<file path="src/rtl/multi_nibble_add_ctrl.sv">
// Wide adder sequencer: drives one shared 4-bit full adder one nibble per clock,
// LSB nibble first, chaining the carry, with a start/busy/done handshake.
module multi_nibble_add_ctrl #(
  parameter int NIBBLES = 4
) (
  input  logic                   clk,
  input  logic                   rst,
  input  logic                   start,
  input  logic [4*NIBBLES-1:0]   a_in,
  input  logic [4*NIBBLES-1:0]   b_in,
  input  logic                   c_in,
  output logic                   busy,
  output logic                   done,
  output logic [4*NIBBLES-1:0]   sum_out,
  output logic                   c_out,
  output logic [3:0]             adder_a,
  output logic [3:0]             adder_b,
  output logic                   adder_cin,
  input  logic [3:0]             adder_sum,
  input  logic                   adder_cout
);

  // A single-nibble build still needs a 1-bit index so the counter has a width.
  localparam int IDX_W = (NIBBLES > 1) ? $clog2(NIBBLES) : 1;
  localparam logic [IDX_W-1:0] LAST = IDX_W'(NIBBLES - 1);

  typedef enum logic [1:0] {IDLE, ADD, DONE} state_t;

  state_t                    state_q;
  state_t                    state_d;
  logic [NIBBLES-1:0][3:0]   op_a;
  logic [NIBBLES-1:0][3:0]   op_b;
  logic [NIBBLES-1:0][3:0]   sum_q;
  logic                      carry;
  logic [IDX_W-1:0]          index;

  always_ff @(posedge clk) begin
    if (rst) state_q <= IDLE;
    else     state_q <= state_d;
  end

  always_comb begin
    state_d = state_q;
    unique case (state_q)
      IDLE:    if (start) state_d = ADD;
      ADD:     if (index == LAST) state_d = DONE;
      DONE:    state_d = IDLE;
      default: state_d = IDLE;
    endcase
  end

  // Adder operands are only driven while adding so the shared adder sees zeros otherwise.
  always_comb begin
    busy      = 1'b0;
    done      = 1'b0;
    adder_a   = 4'h0;
    adder_b   = 4'h0;
    adder_cin = 1'b0;
    unique case (state_q)
      ADD: begin
        busy      = 1'b1;
        adder_a   = op_a[index];
        adder_b   = op_b[index];
        adder_cin = carry;
      end
      DONE:    done = 1'b1;
      default: ;
    endcase
  end

  always_ff @(posedge clk) begin
    if (rst) begin
      op_a  <= '0;
      op_b  <= '0;
      sum_q <= '0;
      carry <= 1'b0;
      index <= '0;
      c_out <= 1'b0;
    end else begin
      unique case (state_q)
        IDLE: if (start) begin
          op_a  <= a_in;
          op_b  <= b_in;
          carry <= c_in;
          index <= '0;
          sum_q <= '0;
          c_out <= 1'b0;
        end
        ADD: begin
          sum_q[index] <= adder_sum;
          carry        <= adder_cout;
          index        <= index + 1'b1;
          if (index == LAST) c_out <= adder_cout;
        end
        default: ;
      endcase
    end
  end

  assign sum_out = sum_q;

endmodule

</file>
<file path="config.mk">
export PLATFORM = sky130hd
export DESIGN_NAME = multi_nibble_add_ctrl
export DESIGN_NICKNAME = d
export VERILOG_FILES = /design/src/rtl/multi_nibble_add_ctrl.sv
export SDC_FILE = /design/constraint.sdc
export NUM_CORES = 1
export LEC_CHECK = 0
export ABC_AREA = 1
export CAP_MARGIN = 20
export CORE_UTILIZATION = 42
export DETAILED_ROUTE_END_ITERATION = 8
export MAX_ROUTING_LAYER = met4
export PLACE_DENSITY = 0.81
export RECOVER_POWER = 50
export SETUP_SLACK_MARGIN = 0.02
export SYNTH_ARGS = -nofsm -noshare
export SYNTH_HDL_FRONTEND = slang
export SYNTH_SLANG_ARGS = --single-unit
</file>
<file path="constraint.sdc">
create_clock -name clk -period 1.5 [get_ports clk]
set_input_delay 0.375 -clock clk [delete_from_list [all_inputs] [get_ports clk]]
set_output_delay 0.375 -clock clk [all_outputs]
set_load 0.1 [all_outputs]
</file>
Word level (Yosys, flattened, before mapping) --
Cells that the tools add are included.
Storage, ports and cells: register bits 54, bits in latches 0, memory bits (writable) 0, memory bits (read-only) 0, input bits 41, output and inout bits 28, word-level logic and storage cells 55, memories kept 0
Operators by class: add/subtract/negate cells 1, multiply operators 0, divide/modulo/power cells 0, order comparisons 2, eq/ne operators 5, shift operators 0, muxes and demuxes 24, bitwise operators 0, reductions and logical operators 7
Operator list (number):
- $pmux W16 S2 | 1
- $mux W4 | 5
- $bmux W4 S2 | 2
- $bwmux W16 | 1
- $mux W16 | 1
- $demux W4 S2 | 1
- $pmux W2 S2 | 2
- $mux W1 | 6
- $mux W2 | 3
- $reduce_and A2 Y1 | 3
- $eq A2 B2 Y1 const B | 2
- $ne A2 B2 Y1 const B | 2
- $pmux W1 S2 | 2
- $lt A2 B3 Y1 const B | 1
- $reduce_and A3 Y1 | 1
- $add A2 B1 Y2 const B | 1
- $eq A2 B1 Y1 const B | 1
- $ge A2 B1 Y1 const B | 1
- $logic_not A2 Y1 | 1
- $reduce_bool A2 Y1 | 1
- $logic_and A1 B1 Y1 | 1

Logic depth before layout (Yosys ltp) --
depth after elaboration 6, gate-level depth with buffers 8

Worst setup path before layout --
OpenSTA, ideal clock, no wires.
path type register -> output, from reg index[0], to out adder_a[0], data arrival time 2328 ps, data required time 1125 ps, path slack -1203 ps, stages on the path, launching flop included 6, cells stage by stage dfxtp_1 > buf_2 > inv_2 > buf_2 > o21ai_0 > a21oi_1
On the way: cells in the longest elaborated chain, start to end 3
RTL lines:
- from (decl) | line 35 | logic [IDX_W-1:0] index;
- from (signal assigned) | line 92 | index <= index + 1'b1;
- $bmux W4 S2 | line 62 | adder_a = op_a[index];
- $mux W4 (not written as such) | line 62
- $mux W4 | line 59 | unique case (state_q)
- to (decl) | line 16 | output logic [3:0] adder_a,
No other way between the ends. The select of a mux whose other input is x is not followed.

Worst setup path in the final report --
from reg index[0], to out adder_a[2]
Same word-level chain as after synthesis.

==> summary.txt <==
Pwr
  • P per Cell Area: approximately 950 nW/um2
  • Comb power frac: 0.248
  • Peak supply drop: around 0.78 mV
  • Switching pwr: between 0.001 and 0.0015 W
  • Net Sw Frac: 0.305
  • Leakage Power: 1.42 nW
  • Design internal power: roughly 0.0024 W
  • Total Power: 0.00339 W
  • Clk pwr share: 0.283
  • Seq pwr share: 0.469

CTS
  • Skew-Pair Late Insertion Delay: between 300 and 400 ps
  • Clk slew on worst S/H paths: 90 ps
  • Root buf cell: clkbuf_8
  • Clock buffer depth: 2
  • H-tree lvl count: 2
  • TritonCTS clock tree: built
  • Clock Sink Count: between 50 and 60
  • Cts bufs inserted: 5

Timing
  • Slew headroom: 0.760
  • Worst setup margin: -331 ps
  • Fmax: 546 MHz
  • RSZ-0062 raised after global routing: yes
  • Min Tclk post-route: between 1500 and 2000 ps
  • Slew of the pin with the lowest slew margin: approximately 360 ps
  • Fin crit share: 1.22
  • Max-slew violations: 0
  • Clock skew: 4.79 ps
  • Final hold vios: 0
  • Final Setup Violations: 11

Worst setup path
  • Worst EP arrival: 1460 ps
  • Critical-path cell list: buf_6 > nor2_2 > nor2_1 > o21ai_2 > a21oi_4 > buf_12
  • Critical path type: reg -> out
  • Max FO, Critical Path: 6
  • Slowest-stage cell, CP: dfxtp_4
  • Startpoint types: register
  • Setup crit end kind: primary output
  • Max incr delay on CP: between 400 and 500 ps
  • Crit path max-delay family: flip-flops
  • CP bufs+invs: 2
  • Critical path required time: 1120 ps

Synthesis
  • Synth Instances: 329
  • Simple-Gate Fraction of Synth Area: 0.293
  • Adder-cell share of the synthesized area: 0.0214
  • Syn Area/Cell: between 7 and 8 um2
  • Sequential area share after synthesis: 0.463
  • Mapped Nets: between 300 and 400
  • Synth Register Bits: 54
  • Ys Warns: 0
  • Synth Area in XOR/XNOR: 0
  • Synth Area in Compound Gates: 0.149
  • Largest family of logic cells by synthesized area: simple AND/OR/NAND/NOR gates
  • Synth cell types: 19
  • Post-synthesis mux area share: 0
  • Post-synth design cell area: between 2000 and 2500 um2

Job
  • Max cap viols: 0

Floorplanning
  • Floorplan die width: between 70 and 80 um
  • Starting Density: 0.446
  • Die footprint: between 5000 and 6000 um2
  • Cell row count: 26
  • Die H: approximately 77 um
  • Ports: 69
  • Core region area: 5240 um2

Cells and area
  • Share of cells above drive strength 1: 0.236
  • Fin nets: 450
  • Final cell count without fillers: 476
  • Fill count: between 300 and 400
  • Synthesis-to-finish area growth: 53.3%
  • ANT cells: 0
  • Multi-input gate area: 1280 um2
  • Sequential cell area: approximately 1100 um2
  • Most frequent cells in the layout: nor2_1 (82), nand2_1 (54), dfxtp_1 (50)
  • Most common cell after layout, fill and taps aside: nor2_1

Drt
  • Routed WL per cell: roughly 14 um
  • Via count: 2463
  • DRT iter0 DRCs: 174
  • Post-route antenna net violation count: 0
  • Drt via density: approximately 5.2
  • # DRC: 0
  • Total iterations of the first detailed-routing run: 4
  • Routed WL: between 6000 and 7000 um

Hold path
  • Hold Crit Class: reg -> reg

Global routing
  • Gr usage total: 0.236
  • First-pass GRT wire length: 10700 um
  • Initial antenna violation count: 0
  • Number of global-route vias before repair: between 2000 and 2500
  • Largest net degree at the start of global routing: 35
  • Gr ovfl total: 0

Place
  • Final GP Congestion: between 0.8 and 0.9
  • Placed Instances: around 460
  • DP Wirelength: roughly 4300 um
  • Buffers on Ports: slightly below 70

Status
  • Status: complete, but fails checks
  • Failing checks: setup timing
==> final cells by class <==
class                           instances  share of cell area
Timing Repair Buffer                   87               0.264
Clock inverter                          1             0.00838
Inverter                               13              0.0185
Clock buffer                            7              0.0213
Tap cell                               70              0.0244
Sequential cell                        54               0.304
Multi-Input combinational cell        244               0.359
==> worst paths after layout <==
path                   start     endpoint  slack (ps)  depth (start not counted)
setup / recovery    index[0]   adder_a[2]        -330                          6
hold reg to reg      op_a[0]      op_a[0]         490                          2
setup reg to reg  state_q[0]  sum_out[13]          10                          6
hold / removal       op_a[0]      op_a[0]         490                          2
==> logic make-up (layout without fill, tap and decap cells) <==
family          count (synthesis)  in the layout
simple gates                  170            171
compound gates                 69             69
buf+inv                        32            108
flops                          54             54
fa+ha+maj                       4              4
==> sequential cells by signal (all words and copies together) (netlist names) <==
register,count
op_b,16
sum_out,16
op_a,16
index,2
carry,1
state_q,2
c_out,1
==> worst register-to-register path: stages (launching register included) <==
cell,delay [ps]
dfxtp_2,540
clkbuf_1,210
nor2_4,60
nand2_2,100
buf_4,240
nand3_1,100
a21oi_1,170
==> power by group through the flow <==
stage	clock, W	combinational, W	sequential, W
6_report	0.000961	0.000842	0.00159
5_1_grt	0.00102	0.000899	0.00160
4_1_cts	0.000955	0.000866	0.00159
3_5_place_dp	0	0.000829	0.00162
3_3_place_gp	0	0.000814	0.00161
2_1_floorplan	0	0.000477	0.00166
==> cells in the mapped netlist <==
| master | instances | area (um2) |
|---|---|---|
| nand3_1 | 21 | 105 |
| dfxtp_1 | 54 | 1080 |
| inv_1 | 6 | 22.5 |
| clkinv_2 | 1 | 5.00 |
| ha_1 | 4 | 50.1 |
| nand2_1 | 56 | 210 |
| o21ai_1 | 16 | 80.1 |
| buf_2 | 8 | 40.0 |
| a21oi_1 | 26 | 130 |
| o21ai_0 | 26 | 130 |
| nor2_4 | 1 | 11.3 |
| buf_6 | 5 | 56.3 |
| inv_2 | 6 | 22.5 |
| o21a_1 | 1 | 7.51 |
| nor2_1 | 90 | 338 |
| clkbuf_1 | 5 | 18.8 |
| nand3_2 | 1 | 10.0 |
| buf_4 | 1 | 7.51 |
| nand2_4 | 1 | 11.3 |
==> per-stage QoR <==
| step | utilization | worst slack [ps] | cell area, um2 | TNS (ps) | hold WS, ps |
|---|---|---|---|---|---|
| after floorplan | - | -239 | 2500 | -1730 | 454 |
| after global placement | 0.678 | -21.3 | 3550 | -42.3 | 463 |
| after detailed placement | 0.678 | -52.7 | 3550 | -1000 | 472 |
| after CTS | 0.720 | -322 | 3770 | -2550 | 491 |
| after global routing | 0.684 | -382 | 3580 | -4770 | 508 |
| final | 0.684 | -331 | 3580 | -3130 | 490 |
==> metal layers <==
metal	wire length (um)	vias up	GRT usage
met2	3450	86	0.415
li1	-	1212	-
met1	2810	1152	0.277
met3	372	13	0.0395
met5	0	-	-
met4	110	0	0.0596
==> repair_timing <==
action	CTS	global route
hold endpoints to repair	0	0
endpoints found under the setup margin	11	24
cloned	1	0
resized for setup	21	14
buffers inserted	4	1
hold buffers	0	0
pin swaps	16	6
(Power assumes the default switching activity.)
